File: config.mk
export PLATFORM = sky130hd
export DESIGN_NAME = switch_allocator
export DESIGN_NICKNAME = d
export VERILOG_FILES = /design/src/rtl/switch_allocator_pkg.sv /design/src/rtl/switch_allocator_rr_arbiter.sv /design/src/rtl/switch_allocator.sv
export SDC_FILE = /design/constraint.sdc
export NUM_CORES = 1
export LEC_CHECK = 0
export CAP_MARGIN = 25
export CORE_MARGIN = 2
export CORE_UTILIZATION = 40
export CTS_CLUSTER_SIZE = 30
export DETAILED_ROUTE_END_ITERATION = 12
export PLACE_DENSITY = 0.52
export SYNTH_ARGS = -nofsm -noshare
export SYNTH_HDL_FRONTEND = slang
export SYNTH_HIERARCHICAL = 1
export SYNTH_SLANG_ARGS = --single-unit
File: constraint.sdc
create_clock -name clk -period 7.83 [get_ports clk]
set_input_delay 1.1745 -clock clk [delete_from_list [all_inputs] [get_ports clk]]
set_output_delay 1.1745 -clock clk [all_outputs]
set_load 0.02 [all_outputs]
File: src/rtl/switch_allocator_pkg.sv
// Shared sizes, destination-code values, arbiter FSM states and the round-robin pick helper.
package switch_allocator_pkg;

   localparam int N_PORT     = 5;
   localparam int N_REGISTER = 3;

   localparam logic [N_REGISTER-1:0] DEST_NONE      = 3'd0;
   localparam logic [N_REGISTER-1:0] DEST_MAX_LEGAL = 3'd5;

   typedef enum logic [1:0] {
      ST_IDLE    = 2'd0,
      ST_XFER    = 2'd1,
      ST_RECOVER = 2'd2
   } arb_state_e;

   // Returns {found, index}; the search starts just after ptr so the last winner ranks lowest.
   function automatic logic [N_REGISTER:0] rr_pick(input logic [N_PORT-1:0]     req,
                                                   input logic [N_REGISTER-1:0] ptr);
      logic [N_REGISTER:0] res;
      int idx;
      res = '0;
      for (int k = N_PORT; k >= 1; k--) begin
         idx = (int'(ptr) + k) % N_PORT;
         if (req[idx]) res = {1'b1, N_REGISTER'(idx)};
      end
      return res;
   endfunction

endpackage

File: src/rtl/switch_allocator_rr_arbiter.sv
// One output port's round-robin arbiter: pointer plus a 3-state transfer FSM.
//   state      | meaning
//   ST_IDLE    | waiting for a request while the downstream buffer has room
//   ST_XFER    | grant, valid and select driven for exactly one cycle
//   ST_RECOVER | quiet cycle so the input block can refresh its register
module switch_allocator_rr_arbiter
   import switch_allocator_pkg::*;
(
   input  logic                  clk,
   input  logic                  rst,
   input  logic [N_PORT-1:0]     req_i,
   input  logic                  full_i,
   output logic [N_PORT-1:0]     grant_o,
   output logic                  val_o,
   output logic [N_REGISTER-1:0] sel_o
);

   arb_state_e            state_q, state_d;
   logic [N_REGISTER-1:0] ptr_q, ptr_d;
   logic [N_REGISTER-1:0] sel_q, sel_d;
   logic [N_PORT-1:0]     grant_q, grant_d;
   logic                  val_q, val_d;
   logic [N_REGISTER:0]   pick;

   always_comb begin
      state_d = state_q;
      ptr_d   = ptr_q;
      sel_d   = sel_q;
      grant_d = '0;
      val_d   = 1'b0;
      pick    = rr_pick(req_i, ptr_q);
      case (state_q)
         ST_IDLE: begin
            // Downstream fullness only matters here; once committed the flit goes.
            if (pick[N_REGISTER] && !full_i) begin
               state_d = ST_XFER;
               grant_d = N_PORT'(1) << pick[N_REGISTER-1:0];
               val_d   = 1'b1;
               sel_d   = pick[N_REGISTER-1:0];
               ptr_d   = pick[N_REGISTER-1:0];
            end
         end
         ST_XFER:    state_d = ST_RECOVER;
         ST_RECOVER: state_d = ST_IDLE;
         default:    state_d = ST_IDLE;
      endcase
   end

   always_ff @(posedge clk or negedge rst) begin
      if (!rst) begin
         state_q <= ST_IDLE;
         ptr_q   <= N_REGISTER'(N_PORT - 1);
         sel_q   <= '0;
         grant_q <= '0;
         val_q   <= 1'b0;
      end else begin
         state_q <= state_d;
         ptr_q   <= ptr_d;
         sel_q   <= sel_d;
         grant_q <= grant_d;
         val_q   <= val_d;
      end
   end

   assign grant_o = grant_q;
   assign val_o   = val_q;
   assign sel_o   = sel_q;

endmodule

File: src/rtl/switch_allocator.sv
// Switch allocator top: decodes destination codes, runs one arbiter per output, merges grants.
module switch_allocator
   import switch_allocator_pkg::*;
(
   input  logic                         clk,
   input  logic                         rst,
   input  logic [N_PORT*N_REGISTER-1:0] req_dest,
   input  logic [N_PORT-1:0]            out_full,
   output logic [N_PORT-1:0]            grant,
   output logic [N_PORT*N_REGISTER-1:0] sel,
   output logic [N_PORT-1:0]            out_val,
   output logic                         dest_err
);

   logic [N_PORT-1:0][N_PORT-1:0] req_vec;
   logic [N_PORT-1:0][N_PORT-1:0] arb_grant;
   logic                          illegal;
   logic                          dest_err_q;

   always_comb begin
      req_vec = '0;
      illegal = 1'b0;
      for (int i = 0; i < N_PORT; i++) begin
         if (req_dest[i*N_REGISTER +: N_REGISTER] > DEST_MAX_LEGAL) illegal = 1'b1;
         for (int o = 0; o < N_PORT; o++) begin
            req_vec[o][i] = (req_dest[i*N_REGISTER +: N_REGISTER] == N_REGISTER'(o + 1));
         end
      end
   end

   for (genvar o = 0; o < N_PORT; o++) begin : g_arb
      switch_allocator_rr_arbiter u_arb (
         .clk    (clk),
         .rst    (rst),
         .req_i  (req_vec[o]),
         .full_i (out_full[o]),
         .grant_o(arb_grant[o]),
         .val_o  (out_val[o]),
         .sel_o  (sel[o*N_REGISTER +: N_REGISTER])
      );
   end

   // An input targets a single output, so at most one arbiter grants any given input.
   always_comb begin
      grant = '0;
      for (int o = 0; o < N_PORT; o++) grant = grant | arb_grant[o];
   end

   always_ff @(posedge clk or negedge rst) begin
      if (!rst) dest_err_q <= 1'b0;
      else      dest_err_q <= dest_err_q | illegal;
   end

   assign dest_err = dest_err_q;

endmodule

==> run summary, run 1 <==
The routed via count is 11181. The number of enable-type register cells in the synthesized netlist came out at 0. The worst hold path begins at g_arb[2].u_arb/state_q[1]$_DFFE_PN0P_.

The reg-to-reg setup timing slack came out at 2.81 ns. Among all cell types in the netlist, the one instantiated most often is sky130_fd_sc_hd__ha_1. The synthesized-area fraction occupied by and/or/nand/nor cells is 0.238. In this run the post-CTS setup repair buffer count came out at 0.

met2 is the most crowded layer. The share of the synthesized area in compound gates (AO/OA/AOI/OAI) came out at 0.310. The max-slew violation count came out at 0. The via density per instance is roughly 6.1.

The final number of hold-violating endpoints came out at 0. After synthesis, the share of flip-flops with an asynchronous set or reset is 1.00. Entering global routing, the biggest net connects 62 pins. The element type at the critical path end is a flip-flop. Post-CTS repair changed the size of 0 cells. After synthesis, the most frequently instantiated cells are sky130_fd_sc_hd__ha_1 (110), sky130_fd_sc_hd__nor2_1 (105), sky130_fd_sc_hd__nand3_1 (71). The mux contribution to synthesized area came out at 0.117. The number of global-route vias before repair came out at approximately 11000. The number of DRC violations after detailed routing is 0. The clock network latency to the later pin of the worst-skew pair came out at 0.33 ns. The count of nets left with antenna violations after detail routing is 0. The register area is about 1500 sq um. The met2 track demand over resource in global routing is 0.369. The sum of routed wire length over all layers came out at around 35000 microns.

Of the post-synthesis cell area, the dominant cell type holds 0.120. The synthesized netlist occupies a cell area of 11700 sq um. The ratio of final minimum period to clock period came out at 0.641. For this run, global-route usage on met3 was measured as 0.0183.

The wire length of the first global-routing pass is 56800 microns. The tightest min-delay check is of the flip-flop to flip-flop type. Along the worst path, the maximum fanout reaches 21. The mean post-synth cell area came out at between 8 and 9 sq um. The number of max-capacitance violations reported came out at 0.

For the pin with the worst max-slew slack, the measured transition is 1.10 ns. Along the worst hold path, the cell count comes to 1. The final total negative setup slack is 0 ns.

In the final layout, the multi-input gates occupy 9520 sq um. The overall die width is 175 microns. The count of standard-cell rows is 62. The endpoint identified for the worst register-to-register timing path is g_arb[3].u_arb/grant_o[2]$_DFF_PN0_. The post-synth net total is 1557. The final global-route overflow total is 0.

The initial standard-cell utilization of the core came out at 0.407. The number of cells on the worst reg-to-reg path is 16. The worst setup path is launched from a flip-flop.

The chip height came out at around 170 microns. The post-synthesis to final-layout area growth is 9.67%. The number of placed instances, taps included came out at 1812. The area inside the core boundary came out at around 29000 sq um. The number of storage elements in the synthesis netlist came out at 61. The fraction of the mapped netlist area in adder cells is 0.118.

After technology mapping, the gate count stands at 1425. The starting DRC count in detailed routing came out at ~1100. The most used flip-flop cell after synthesis is sky130_fd_sc_hd__dfrtp_1. The worst hold path terminates at g_arb[2].u_arb/state_q[1]$_DFFE_PN0P_. The TritonCTS sink count is around 60.

The parity-gate share of the synthesized area counting xor and xnor cells came out at 0.0321. The non-filler instance count after layout is approximately 1800. Setup repair after global routing left no endpoint under its margin. The met1 global-route usage is 0.320. The count of buffers added on input and output ports is 47. For this run, the total global-route usage over all layers was measured as 0.225. The combinational family with the most area after synthesis is compound AO/OA/AOI/OAI gates. The netlist uses 73 different library cells. The top achievable clock speed is 199 MHz. At the worst endpoint, the required time is 8.09 ns. The dominant cell type by area after synthesis is sky130_fd_sc_hd__dfrtp_1.

The number of search-and-repair iterations in the first detailed-routing pass is 5. The post-synthesis sequential area ratio came out at 0.131. The critical path is of the flip-flop to flip-flop type. The remaining max-slew budget at the tightest pin is 0.268.

The endpoint arrival time on the critical path is between 5 and 6 ns. The startpoint of the worst setup timing path is g_arb[3].u_arb/ptr_q[1]$_DFFE_PN0P_. The HPWL reported at the end of detailed placement is approximately 27000 microns. The clock input transition at the sequential cells of the worst setup and hold paths came out at around 0.060 ns. The number of nets in the final layout is 1572. In this run the number of H-tree levels came out at 3. The post-layout minimum cycle time is 5.02 ns. The count of synthesis-stage warnings from yosys came out at 6. The layout has 2913 filler cells. The top-level port count came out at 48. At the end of routability-driven placement, the weighted congestion stood at between 0.9 and 1. On the final layout, the worst clock skew is 0.00643 ns.

The number of antenna violations at the first check in global routing is 2. The number of buffers between clock root and the deepest sink is 2. The share of post-route cells with drive strength above 1 came out at 0.141. The cell at the root of the clock tree is sky130_fd_sc_hd__clkbuf_16.

The average wire per cell in the routed design came out at roughly 19 microns. TritonCTS built the clock tree. The run finished with clean final reports.

The reg-to-reg startpoint is g_arb[3].u_arb/ptr_q[1]$_DFFE_PN0P_. The total die area came out at 30600 sq um. The count of hold-fix buffers inserted at cts is 0. Setup violations remaining at the end of the flow were counted as 0. Ranked by total cell area, the synthesized netlist is headed by sky130_fd_sc_hd__dfrtp_1 (12%), sky130_fd_sc_hd__ha_1 (12%), sky130_fd_sc_hd__mux2i_1 (4.3%), sky130_fd_sc_hd__mux2_2 (3.4%), sky130_fd_sc_hd__nor2_1 (3.4%). TritonCTS created 9 clock buffers.
==> critical path: stages, from the launching register on <==
cell	delay [ns]
sky130_fd_sc_hd__dfrtp_1	0.75
sky130_fd_sc_hd__inv_2	0.23
sky130_fd_sc_hd__ha_1	0.66
sky130_fd_sc_hd__ha_1	0.37
sky130_fd_sc_hd__or2_2	0.33
sky130_fd_sc_hd__o211ai_1	0.31
sky130_fd_sc_hd__and2_1	0.23
sky130_fd_sc_hd__ha_1	0.24
sky130_fd_sc_hd__nand2b_1	0.10
sky130_fd_sc_hd__o2111ai_1	0.12
sky130_fd_sc_hd__nand3_1	0.18
sky130_fd_sc_hd__mux2i_1	0.20
sky130_fd_sc_hd__o211ai_1	0.18
sky130_fd_sc_hd__and4_1	0.31
sky130_fd_sc_hd__a31oi_4	0.30
sky130_fd_sc_hd__a21boi_1	0.28
sky130_fd_sc_hd__nor2b_1	0.16
==> per-layer routing <==
metal  wire length [microns]  part of all wire
met1                   16400              0.48
met2                   16000              0.46
met3                    1480             0.043
met4                     574             0.017
met5                      16           0.00046
==> stage by stage <==
| step | util | worst slack, ns | hold slack, ns | instance area [sq um] |
|---|---|---|---|---|
| 6_report | 0.447 | 2.81 | 0.414 | 12800 |
| 5_1_grt | 0.447 | 2.53 | 0.434 | 12800 |
| 4_1_cts | 0.446 | 2.91 | 0.419 | 12800 |
| 2_1_floorplan | - | 3.65 | 0.396 | 11700 |
| 3_5_place_dp | 0.435 | 2.95 | 0.409 | 12500 |
| 3_3_place_gp | 0.434 | 2.99 | 0.409 | 12500 |
==> sequential cells by signal (all words and copies together), names as in the netlist <==
name	cells
g_arb.u_arb/grant_o	25
g_arb.u_arb/ptr_q	15
g_arb.u_arb/state_q	10
g_arb.u_arb/sel_o	5
g_arb.u_arb/val_o	5
dest_err	1
==> layout by cell type, fill, tap and decap left out, types with 12 or more instances in the layout <==
master | netlist | layout
sky130_fd_sc_hd__and2_1 | 30 | 30
sky130_fd_sc_hd__ha_1 | 110 | 110
sky130_fd_sc_hd__nand3_1 | 71 | 71
sky130_fd_sc_hd__or2_2 | 15 | 15
sky130_fd_sc_hd__a211oi_2 | 15 | 15
sky130_fd_sc_hd__nor3_1 | 25 | 25
sky130_fd_sc_hd__a211oi_1 | 25 | 25
sky130_fd_sc_hd__o21ai_0 | 55 | 55
sky130_fd_sc_hd__nor2b_1 | 30 | 30
sky130_fd_sc_hd__mux2_2 | 35 | 35
sky130_fd_sc_hd__o2bb2ai_1 | 15 | 15
sky130_fd_sc_hd__clkdlybuf4s50_1 | 0 | 46
sky130_fd_sc_hd__o211ai_1 | 50 | 50
sky130_fd_sc_hd__nor3b_1 | 20 | 20
sky130_fd_sc_hd__nand4b_1 | 20 | 20
sky130_fd_sc_hd__nand2b_1 | 35 | 35
sky130_fd_sc_hd__mux4_2 | 15 | 15
sky130_fd_sc_hd__nor2_1 | 105 | 105
sky130_fd_sc_hd__o211a_1 | 15 | 15
sky130_fd_sc_hd__buf_4 | 10 | 15
sky130_fd_sc_hd__or3_1 | 15 | 15
sky130_fd_sc_hd__a31oi_1 | 15 | 15
sky130_fd_sc_hd__nand2_1 | 55 | 55
sky130_fd_sc_hd__a22oi_1 | 12 | 12
sky130_fd_sc_hd__inv_2 | 20 | 20
sky130_fd_sc_hd__inv_1 | 70 | 70
sky130_fd_sc_hd__mux2i_1 | 50 | 50
sky130_fd_sc_hd__o31ai_1 | 25 | 25
sky130_fd_sc_hd__a21oi_1 | 66 | 66
sky130_fd_sc_hd__dfrtp_1 | 56 | 56
sky130_fd_sc_hd__a21o_1 | 20 | 20
sky130_fd_sc_hd__o2111ai_1 | 15 | 15
==> logic make-up after synthesis <==
| family | Yosys count |
|---|---|
| adders and majority gates | 110 |
| muxes | 110 |
| and+or+nand+nor | 486 |
| DFF | 61 |
| xor gates and xnor gates | 30 |
| AOI/OAI and AO/OA | 473 |
| buffers and inverters | 155 |
==> final cells by class <==
class	count	share of cell area
multi-input cells	1209	0.742
flip-flops and latches	61	0.120
clock inverters	7	0.00801
inverters	95	0.0288
repair buffers	64	0.0459
well taps	384	0.0375
clock buffers	9	0.0176
diodes	1	0.000195
==> worst max path at each step <==
stage,depth (start not counted),endpoint
after CTS,16,g_arb[3].u_arb/grant_o[2]$_DFF_PN0_
final,16,g_arb[3].u_arb/grant_o[2]$_DFF_PN0_
after global routing,17,g_arb[2].u_arb/grant_o[2]$_DFF_PN0_
after floorplan,18,g_arb[2].u_arb/ptr_q[0]$_DFFE_PN0P_
after detailed placement,17,g_arb[3].u_arb/grant_o[2]$_DFF_PN0_
after global placement,17,g_arb[0].u_arb/grant_o[3]$_DFF_PN0_
Power of run 1 is not shown: default switching activity piles up to over one toggle a cycle in this logic, so the estimate is an artifact.
==> run 2, diff against run 1 <==
==> constraint.sdc (replaced) <==
create_clock -name clk -period 5.15 [get_ports clk]
set_input_delay 0.7725 -clock clk [delete_from_list [all_inputs] [get_ports clk]]
set_output_delay 0.7725 -clock clk [all_outputs]
set_load 0.02 [all_outputs]
==> run 2 against run 1 <==
  * Wire length up 1.4%
  * Critical path depth down 2
  * Maximum frequency up 8.3%
  * Sequential cell count unchanged
  * Via count is 0.84% higher
  * Setup slack worse by 2.3 ns
  * Die area unchanged
  * Final area rose by 1.3%
  * Global-route usage up 0.30 points
  * Core utilization increased by 0.59 points
  * Register-to-register slack got worse by 2.3 ns
==> run summary, run 2 (synthesis gave the netlist of run 1 again) <==
The worst setup path is of the flip-flop to flip-flop kind. The reg-to-reg startpoint is g_arb[0].u_arb/ptr_q[1]$_DFFE_PN0P_. The startpoint of the worst setup timing path is g_arb[0].u_arb/ptr_q[1]$_DFFE_PN0P_. The number of input and output port buffers inserted came to 47 (unchanged). The remaining max-slew budget at the tightest pin is 0.446 (+0.178). The average wire per cell in the routed design came to 18.9 microns (about the same). The overall die width came out at 175 microns (unchanged). In this run the critical register-to-register path is captured at g_arb[0].u_arb/ptr_q[0]$_DFFE_PN0P_. The multi-input logic area was 9520 sq um (unchanged). Setup repair after global routing left no endpoint under its margin. Leaving out fill and tap cells, the most frequent cells in the layout are sky130_fd_sc_hd__ha_1 (110), sky130_fd_sc_hd__nor2_1 (105), sky130_fd_sc_hd__nand3_1 (71), sky130_fd_sc_hd__inv_1 (70), sky130_fd_sc_hd__a21oi_1 (66). The reg-to-reg setup timing slack came out at 0.52 ns (-2.30 ns). The routed via count came out at 11275 (+0.84%). The data required time of the critical path came out at 5.38 ns (-2.71 ns). The TritonCTS sink count is 61 (unchanged). The number of nets in the final layout came out at 1597 (+1.6%). The number of global-route vias before repair is 10679 (+1.4%). The maximum net fanout on the critical path is 14 (-33%). The initial standard-cell utilization of the core was 0.407 (unchanged). The actual slew at the worst max-slew pin is 0.823 ns (-0.272 ns).

The sum of routed wire length over all layers came out at 35000 microns (+1.4%). The flip-flop count of the largest register, all copies and words added is 25 (unchanged). The top achievable clock speed came out at 216 MHz (+8.3%). The final number of hold-violating endpoints was 0 (unchanged). The number of gates resized after cts came out at 0 (unchanged). The clock input transition at the sequential cells of the worst setup and hold paths came out at 0.06 ns (about the same).

The layout filler cell count came out at 2879 (-1.2%). The routability-driven placement congestion ratio is 0.891 (-1.5%). The top-level port count came out at 48 (unchanged). The endpoint arrival time on the critical path is 4.86 ns (-0.42 ns).

Leaving out fill and tap cells, the most frequent cell in the layout is sky130_fd_sc_hd__ha_1. The number of antenna violations at the first check in global routing came to 2 (unchanged). The worst setup path is launched from a flip-flop. The via density per instance is 6.07 (-0.57%).

The global-route total usage across every layer came out at 0.228 (+0.00300). TritonCTS built the clock tree. The CTS buffer count is 9 (unchanged). The count of standard-cell rows is 62 (unchanged). The number of search-and-repair iterations in the first detailed-routing pass came to 5 (unchanged). The total die area came to 30600 sq um (unchanged).

STA classifies the critical path endpoint as a flip-flop. The worst reg2reg path depth is 14 (-2). The maximum level of the CTS H-tree came out at 3 (unchanged). CTS placed an instance of sky130_fd_sc_hd__clkbuf_16 at the clock tree root. The wire length of the first global-routing pass is 56900 microns (+0.23%). The count of final setup violators is 0 (unchanged). The number of buffers between clock root and the deepest sink is 2 (unchanged). The register area came to 1530 sq um (unchanged).

The ratio of final minimum period to clock period came out at 0.900 (+0.259). The pin count of the biggest net entering global routing is 62 (unchanged). The chip height came out at 175 microns (unchanged).

The number of max-capacitance violations reported came out at 0 (unchanged). The final global-route overflow total is 0 (unchanged). The area inside the core boundary came out at 28700 sq um (unchanged).

The starting DRC count in detailed routing is 776 (-29%). The post-layout minimum cycle time was 4.63 ns (-0.383 ns). The count of nets left with antenna violations after detail routing came to 0 (unchanged). The run finished with clean final reports. The final total negative setup slack came out at 0 ns (unchanged). The max-slew violation count is 0 (unchanged). The post-synthesis to final-layout area growth came out at 11.1%. The path class of the tightest hold or removal check is flip-flop to flip-flop.

The HPWL reported at the end of detailed placement came out at 27400 microns (+3.1%). In this run the worst setup path terminates at g_arb[0].u_arb/ptr_q[0]$_DFFE_PN0P_. The total setup buffers inserted after CTS came to 0 (unchanged). The final clock skew came to 0.00623 ns (-0.000197 ns). The clock network latency to the later pin of the worst-skew pair is 0.35 ns (+0.02 ns). The number of DRC violations after detailed routing came out at 0 (unchanged). The share of post-route cells with drive strength above 1 is 0.156 (+0.0146). The count of hold-fix buffers inserted at cts came to 0 (unchanged).
## run 2: changes by cell type in the layout (fill, tap and decap cells not counted)
cell / previous run / this run
sky130_fd_sc_hd__buf_2: 3 / 0
sky130_fd_sc_hd__buf_4: 15 / 43
sky130_fd_sc_hd__bufinv_16: 2 / 1
sky130_fd_sc_hd__clkinv_2: 0 / 2
sky130_fd_sc_hd__clkinv_4: 0 / 2
sky130_fd_sc_hd__diode_2: 1 / 2
sky130_fd_sc_hd__inv_6: 4 / 1
## run 2: worst min path at each step
stage,startpoint,end,slack (ns),depth (start not counted)
3_3_place_gp,g_arb[3].u_arb/state_q[1]$_DFFE_PN0P_,g_arb[3].u_arb/state_q[1]$_DFFE_PN0P_,0.41,1
5_1_grt,g_arb[3].u_arb/state_q[1]$_DFFE_PN0P_,g_arb[3].u_arb/state_q[1]$_DFFE_PN0P_,0.44,1
6_report,g_arb[3].u_arb/state_q[1]$_DFFE_PN0P_,g_arb[3].u_arb/state_q[1]$_DFFE_PN0P_,0.42,1
4_1_cts,g_arb[0].u_arb/state_q[1]$_DFFE_PN0P_,g_arb[0].u_arb/state_q[1]$_DFFE_PN0P_,0.42,1
2_1_floorplan,g_arb[0].u_arb/state_q[1]$_DFFE_PN0P_,g_arb[0].u_arb/state_q[1]$_DFFE_PN0P_,0.40,1
3_5_place_dp,g_arb[3].u_arb/state_q[1]$_DFFE_PN0P_,g_arb[3].u_arb/state_q[1]$_DFFE_PN0P_,0.41,1
## run 2: worst max-delay path: stages (launching register included)
cell	delay, ns
sky130_fd_sc_hd__dfrtp_1	0.66
sky130_fd_sc_hd__inv_2	0.20
sky130_fd_sc_hd__ha_1	0.34
sky130_fd_sc_hd__a21oi_1	0.46
sky130_fd_sc_hd__inv_1	0.25
sky130_fd_sc_hd__ha_1	0.36
sky130_fd_sc_hd__nand2b_1	0.18
sky130_fd_sc_hd__a21oi_1	0.33
sky130_fd_sc_hd__a31oi_1	0.20
sky130_fd_sc_hd__mux2_1	0.33
sky130_fd_sc_hd__a211oi_2	0.29
sky130_fd_sc_hd__nor3b_2	0.14
sky130_fd_sc_hd__a31o_1	0.24
sky130_fd_sc_hd__a32o_2	0.29
sky130_fd_sc_hd__mux2_4	0.26
## run 2: metal layers
layer | routed length (microns) | share of wire | track usage
met1 | 16400 | 0.47 | 0.315
met3 | 1300 | 0.037 | 0.0189
met2 | 16700 | 0.48 | 0.380
met5 | 0 | 0 | 0
met4 | 563 | 0.016 | 0.0611
## run 2: through the flow
step | cells | area (sq um) | hold slack (ns) | setup slack [ns] | utilization
after global placement | 1838 | 12700 | 0.412 | 0.649 | 0.442
after detailed placement | 1838 | 12700 | 0.411 | 0.623 | 0.442
after CTS | 1854 | 13000 | 0.422 | 0.603 | 0.452
final | 1856 | 13000 | 0.420 | 0.515 | 0.452
after global routing | 1856 | 13000 | 0.439 | 0.254 | 0.452
after floorplan | 1425 | 11700 | 0.396 | 0.969 | -
## run 2: layout make-up
class | instances | share of cell area
clock buffers | 9 | 0.0173
diodes | 2 | 0.000385
well taps | 384 | 0.0370
flip-flops and latches | 61 | 0.118
clock inverters | 7 | 0.00569
inverters | 95 | 0.0284
repair buffers | 89 | 0.0603
multi-input cells | 1209 | 0.733
Power of run 2 is left out for the same reason.
==> run 3, diff against run 2 <==
--- a/config.mk
+++ b/config.mk
@@ -6,11 +6,12 @@
 export NUM_CORES = 1
 export LEC_CHECK = 0
 export CAP_MARGIN = 25
-export CORE_MARGIN = 2
+export CORE_MARGIN = 8
 export CORE_UTILIZATION = 40
 export CTS_CLUSTER_SIZE = 30
 export DETAILED_ROUTE_END_ITERATION = 12
 export PLACE_DENSITY = 0.52
+export SLEW_MARGIN = 20
 export SYNTH_ARGS = -nofsm -noshare
 export SYNTH_HDL_FRONTEND = slang
 export SYNTH_HIERARCHICAL = 1
==> run 3 against run 2 <==
  * Non-clock buffer count is 1 lower
  * Critical path depth stayed put
  * Hold slack better by 0.0012 ns
  * Global-route usage is 3.3 points lower
  * Setup slack better by 0.013 ns
  * Register-to-register slack hardly changed
==> run summary, run 3 (synthesis gave the netlist of run 1 again) <==
The final number of hold-violating endpoints is 0 (unchanged). The number of DRC violations after detailed routing was 0 (unchanged). The starting DRC count in detailed routing came out at 813 (+4.8%). STA classifies the critical path startpoint as a flip-flop. The maximum net fanout on the critical path came to 14 (unchanged). The top achievable clock speed is 216 MHz (+0.27%).

The final clock skew came to 0.00866 ns (+0.00243 ns). The number of buffers between clock root and the deepest sink came out at 2 (unchanged). The flip-flop count of the largest register, all copies and words added came out at 25 (unchanged). The average wire per cell in the routed design is 19.1 microns (+1.1%). The final total negative setup slack is 0 ns (unchanged). The number of max-capacitance violations reported is 0 (unchanged). The pin count of the biggest net entering global routing came to 62 (unchanged). The routability-driven placement congestion ratio came out at 0.905 (+1.6%). The initial standard-cell utilization of the core came out at 0.407 (unchanged). Setup repair after global routing left no endpoint under its margin. The share of post-route cells with drive strength above 1 came out at 0.155 (-0.00126). The HPWL reported at the end of detailed placement is 27800 microns (+1.5%). The final global-route overflow total is 0 (unchanged).

The count of hold-fix buffers inserted at cts came to 0 (unchanged). The sum of routed wire length over all layers came out at 35300 microns (+0.97%). The clock input transition at the sequential cells of the worst setup and hold paths was 0.06 ns (about the same). The routed via count came out at 11205 (-0.62%). The count of nets left with antenna violations after detail routing came out at 0 (unchanged). The number of placed instances, taps included came out at 1837 (-0.054%). The worst setup path is captured at a flip-flop. The maximum level of the CTS H-tree came out at 3 (unchanged).

TritonCTS built the clock tree. The path type of the worst min-delay path is flip-flop to flip-flop. The clock network latency to the later pin of the worst-skew pair came out at 0.34 ns (about the same). The count of standard-cell rows is 62 (unchanged). The number of global-route vias before repair is 10755 (+0.71%). The wire length of the first global-routing pass came out at 57400 microns (+0.93%). The run finished with clean final reports.

The total die area is 34900 sq um (+14%). The number of input and output port buffers inserted came out at 47 (unchanged). The top-level port count is 48 (unchanged). The endpoint arrival time on the critical path is 4.85 ns (about the same). The ratio of final minimum period to clock period is 0.898 (-0.00243).

The setup path with the least slack is of type flip-flop to flip-flop. The layout filler cell count is 2882 (+0.10%). In this run the clock root is driven by a sky130_fd_sc_hd__clkbuf_16. The chip height came to 187 microns (+6.9%).

The overall die width was 187 microns (+6.9%). The post-synthesis to final-layout area growth is 11.0% (about the same). The post-layout minimum cycle time came out at 4.62 ns (-0.0125 ns). The CTS buffer count is 9 (unchanged). Leaving out fill and tap cells, the most frequent cells in the layout are sky130_fd_sc_hd__ha_1 (110), sky130_fd_sc_hd__nor2_1 (105), sky130_fd_sc_hd__nand3_1 (71), sky130_fd_sc_hd__inv_1 (70), sky130_fd_sc_hd__a21oi_1 (66). The global-route total usage across every layer is 0.195 (-0.0327).

The actual slew at the worst max-slew pin came out at 0.872 ns (+0.0482 ns). The TritonCTS sink count is 61 (unchanged). The data required time of the critical path was 5.37 ns (about the same).

The number of gates resized after cts was 0 (unchanged). The number of antenna violations at the first check in global routing came out at 1 (-1). The max-slew violation count came out at 0 (unchanged). The non-filler instance count after layout is 1854 (-0.11%). The via density per instance came out at 6.04 (-0.51%).

The commonest non-fill, non-tap cell in the layout is sky130_fd_sc_hd__ha_1. The area inside the core boundary came out at 28700 sq um (unchanged). The reg-to-reg setup timing slack is 0.53 ns (about the same). The number of nets in the final layout came out at 1596 (-0.063%). The remaining max-slew budget at the tightest pin was 0.414 (-0.0324). The number of search-and-repair iterations in the first detailed-routing pass came to 5 (unchanged). The count of final setup violators came out at 0 (unchanged).

The total setup buffers inserted after CTS was 0 (unchanged).
[run 3: changes by cell type in the layout (fill, tap and decap cells not counted)]
cell	previous run	this run
sky130_fd_sc_hd__clkinv_4	2	0
sky130_fd_sc_hd__buf_4	43	42
sky130_fd_sc_hd__clkbuf_1	0	1
sky130_fd_sc_hd__clkbuf_8	0	1
sky130_fd_sc_hd__clkinv_2	2	1
sky130_fd_sc_hd__clkinvlp_4	1	2
sky130_fd_sc_hd__diode_2	2	1
[run 3: worst paths after layout]
| kind | from | to | cells after the start |
|---|---|---|---|
| max in group asynchronous | rst | g_arb[0].u_arb/state_q[0]$_DFFE_PN0P_ | 1 |
| min in group asynchronous | rst | g_arb[2].u_arb/ptr_q[1]$_DFFE_PN0P_ | 1 |
| hold / removal | g_arb[4].u_arb/state_q[1]$_DFFE_PN0P_ | g_arb[4].u_arb/state_q[1]$_DFFE_PN0P_ | 1 |
| setup / recovery | g_arb[1].u_arb/ptr_q[1]$_DFFE_PN0P_ | g_arb[1].u_arb/ptr_q[0]$_DFFE_PN0P_ | 14 |
| hold reg to reg | g_arb[4].u_arb/state_q[1]$_DFFE_PN0P_ | g_arb[4].u_arb/state_q[1]$_DFFE_PN0P_ | 1 |
| setup reg to reg | g_arb[1].u_arb/ptr_q[1]$_DFFE_PN0P_ | g_arb[1].u_arb/ptr_q[0]$_DFFE_PN0P_ | 14 |
[run 3: worst max-delay path, stage by stage (launching register included)]
cell and delay, ns:
sky130_fd_sc_hd__dfrtp_1 0.65, sky130_fd_sc_hd__inv_2 0.20, sky130_fd_sc_hd__ha_1 0.33, sky130_fd_sc_hd__a21oi_1 0.48
sky130_fd_sc_hd__inv_1 0.25, sky130_fd_sc_hd__ha_1 0.36, sky130_fd_sc_hd__nand2b_1 0.18, sky130_fd_sc_hd__o211a_1 0.26
sky130_fd_sc_hd__o31ai_1 0.33, sky130_fd_sc_hd__mux2i_1 0.19, sky130_fd_sc_hd__a211oi_2 0.34, sky130_fd_sc_hd__nor3b_2 0.15
sky130_fd_sc_hd__a31o_1 0.24, sky130_fd_sc_hd__a32o_2 0.29, sky130_fd_sc_hd__mux2_4 0.26
[run 3: area by class of cell]
class                   count  area (sq um)  share of cell area
diodes                      1          2.50            0.000193
clock buffers              11           243              0.0187
clock inverters             5          58.8             0.00453
inverters                  95           369              0.0284
multi-input cells        1209          9520               0.733
flip-flops and latches     61          1530               0.118
well taps                 384           480              0.0370
repair buffers             88           776              0.0598
[run 3: layer usage]
layer	routed length (microns)	up-vias	GRT usage
met1	16600	5346	0.262
met3	1380	62	0.0214
li1	-	5529	-
met2	16400	268	0.321
met5	0	-	0
met4	955	0	0.0641
[run 3: through the flow]
stage	hold WS (ns)	instance area (sq um)	util	worst slack, ns
6_report	0.421	13000	0.452	0.528
5_1_grt	0.434	13000	0.452	0.209
4_1_cts	0.422	13000	0.452	0.570
3_5_place_dp	0.408	12700	0.442	0.598
3_3_place_gp	0.404	12700	0.442	0.621
2_1_floorplan	0.396	11700	-	0.969
Power of run 3 is left out for the same reason.
==> variant (config.mk and constraints of run 2) <==
Make the reset (`rst`) synchronous in 2 clocked blocks.
--- a/src/rtl/switch_allocator_rr_arbiter.sv
+++ b/src/rtl/switch_allocator_rr_arbiter.sv
@@ -48,3 +48,3 @@
 
-   always_ff @(posedge clk or negedge rst) begin
+   always_ff @(posedge clk) begin
       if (!rst) begin
--- a/src/rtl/switch_allocator.sv
+++ b/src/rtl/switch_allocator.sv
@@ -48,3 +48,3 @@
 
-   always_ff @(posedge clk or negedge rst) begin
+   always_ff @(posedge clk) begin
       if (!rst) dest_err_q <= 1'b0;
Function: not settled (the Yosys comparison gave no result); the edit may change what the design does.
==> variant against run 2 <==
Setup slack worse by 150 ps; sequential cell count unchanged; cell area is 3.0% higher; area after synthesis is 2.7% higher; via count is 2.6% higher; wire length is 1.8% higher; critical endpoint is now g_arb[1].u_arb/grant_o[1]; highest routed layer unchanged.
==> variant: results (changes against run 2) <==
CP arrival=5010 ps (+150 ps); critical path's slowest cell=dfxtp_1; met3 WL=1.316 mm (+1.2%); Hold Path End=g_arb[0].u_arb/state_q[1]; vias in the first global route=10,730 (+0.48%); first-pass GRT wire length=56.93 mm (about the same); slew margin rel.=0.5004 (+0.05391); Diodes inserted=0 (-2); worst slack, placed=406.5 ps (-216.5 ps); met1 WL=17.90 mm (+8.8%); critical-path maximum fanout=11 (-3); Synthesized Nets=1,699 (+9.1%); Hold Crit Start=g_arb[0].u_arb/state_q[1]; Post-layout nets=1,749 (+9.5%); post-synth top area cell=ha_1; Via density=5.879 (-3.2%); largest net degree at the start of global routing=46 (-26%); ys flop type=dfxtp_1; synth top area cells=ha_1 16%, dfxtp_1 10%, mux2i_1 4.7%, nand2_1 4.0%, inv_1 3.3%; CP peak stage delay=520 ps (-140 ps); Hold WS=403.0 ps (-17.25 ps); Synth top cells by count=150 x ha_1, 127 x nand2_1, 104 x inv_1; DR WL met2=15.96 mm (-4.3%); initial drt markers=804 (+3.6%); Post-synth ARST share=0 (-1.000); dpl hpwl=27.78 mm (+1.3%); status=complete, no violations; placer's final routability congestion estimate=0.9024 (+1.3%); clk_skew=12.72 ps (+6.490 ps); FF-to-FF End=g_arb[1].u_arb/grant_o[1]; setup slack, reg-to-reg=370 ps (-150 ps); Yosys cell types=121 (+66%); share of layout cells above drive strength 1=0.1331 (-0.02270); length in cells of the worst reg-to-reg path=16 (+2); filler cell count=2,995 (+4.0%); Total GRT Usage=0.2223 (-0.005224); Seq/Total Area, Yosys=0.1018 (-0.02937); wire per inst=18.10 µm (-4.0%); antenna violations before repair=0 (-2); R2R Path Start=g_arb[1].u_arb/ptr_q[2]
-- variant: per-layer routing --
| metal | track usage | vias to the layer above |
|---|---|---|
| met4 | 0.04063 | 0 |
| li1 | - | 5781 |
| met5 | 0 | - |
| met3 | 0.01954 | 29 |
| met2 | 0.3628 | 241 |
| met1 | 0.3194 | 5519 |
-- variant: worst max-delay path by stage --
stage | end | slack, ps | depth (start not counted)
floorplan | g_arb[1].u_arb/grant_o[1] | 60 | 22
global placement | g_arb[2].u_arb/grant_o[0] | 340 | 19
detailed placement | g_arb[2].u_arb/grant_o[0] | 410 | 19
CTS | g_arb[2].u_arb/grant_o[2] | 360 | 17
global route | g_arb[3].u_arb/grant_o[1] | 40 | 16
finish | g_arb[1].u_arb/grant_o[1] | 370 | 16
-- variant: repair_timing --
item	4_1_cts	5_1_grt
setup endpoints to repair	0	17
resized for setup	0	3
buffers inserted	0	0
-- variant: cells by family (layout without fill, tap and decap cells) --
group,after synthesis,in the layout,synth area share
simple gates,564,564,0.2610
compound gates,440,440,0.2876
buf+inv,177,232,0.06361
fa+ha+maj,154,154,0.1631
mux,91,91,0.09031
flops,61,61,0.1018
xor+xnor,36,36,0.03254
-- variant: stage by stage --
stage	area, µm²	std cells
final	13370	1968
after global routing	13370	1968
after CTS	13340	1967
after detailed placement	13030	1951
after global placement	13030	1951
after floorplan	12000	1523
-- variant: cell type report --
type,instances,area [µm²],share of cell area
multi-input cells,1285,10020,0.7493
flip-flops and latches,61,1225,0.09160
repair buffers,101,895.9,0.06699
well taps,390,488.0,0.03649
inverters,115,434.2,0.03247
clock buffers,10,239.0,0.01787
clock inverters,6,70.07,0.005240
-- variant: report_power, final --
group | internal, mW | switching [mW] | total [mW]
clock | 0.390 | 0.244 | 0.635
combinational | 3.01 | 4.18 | 7.19
sequential | 0.595 | 0.112 | 0.707
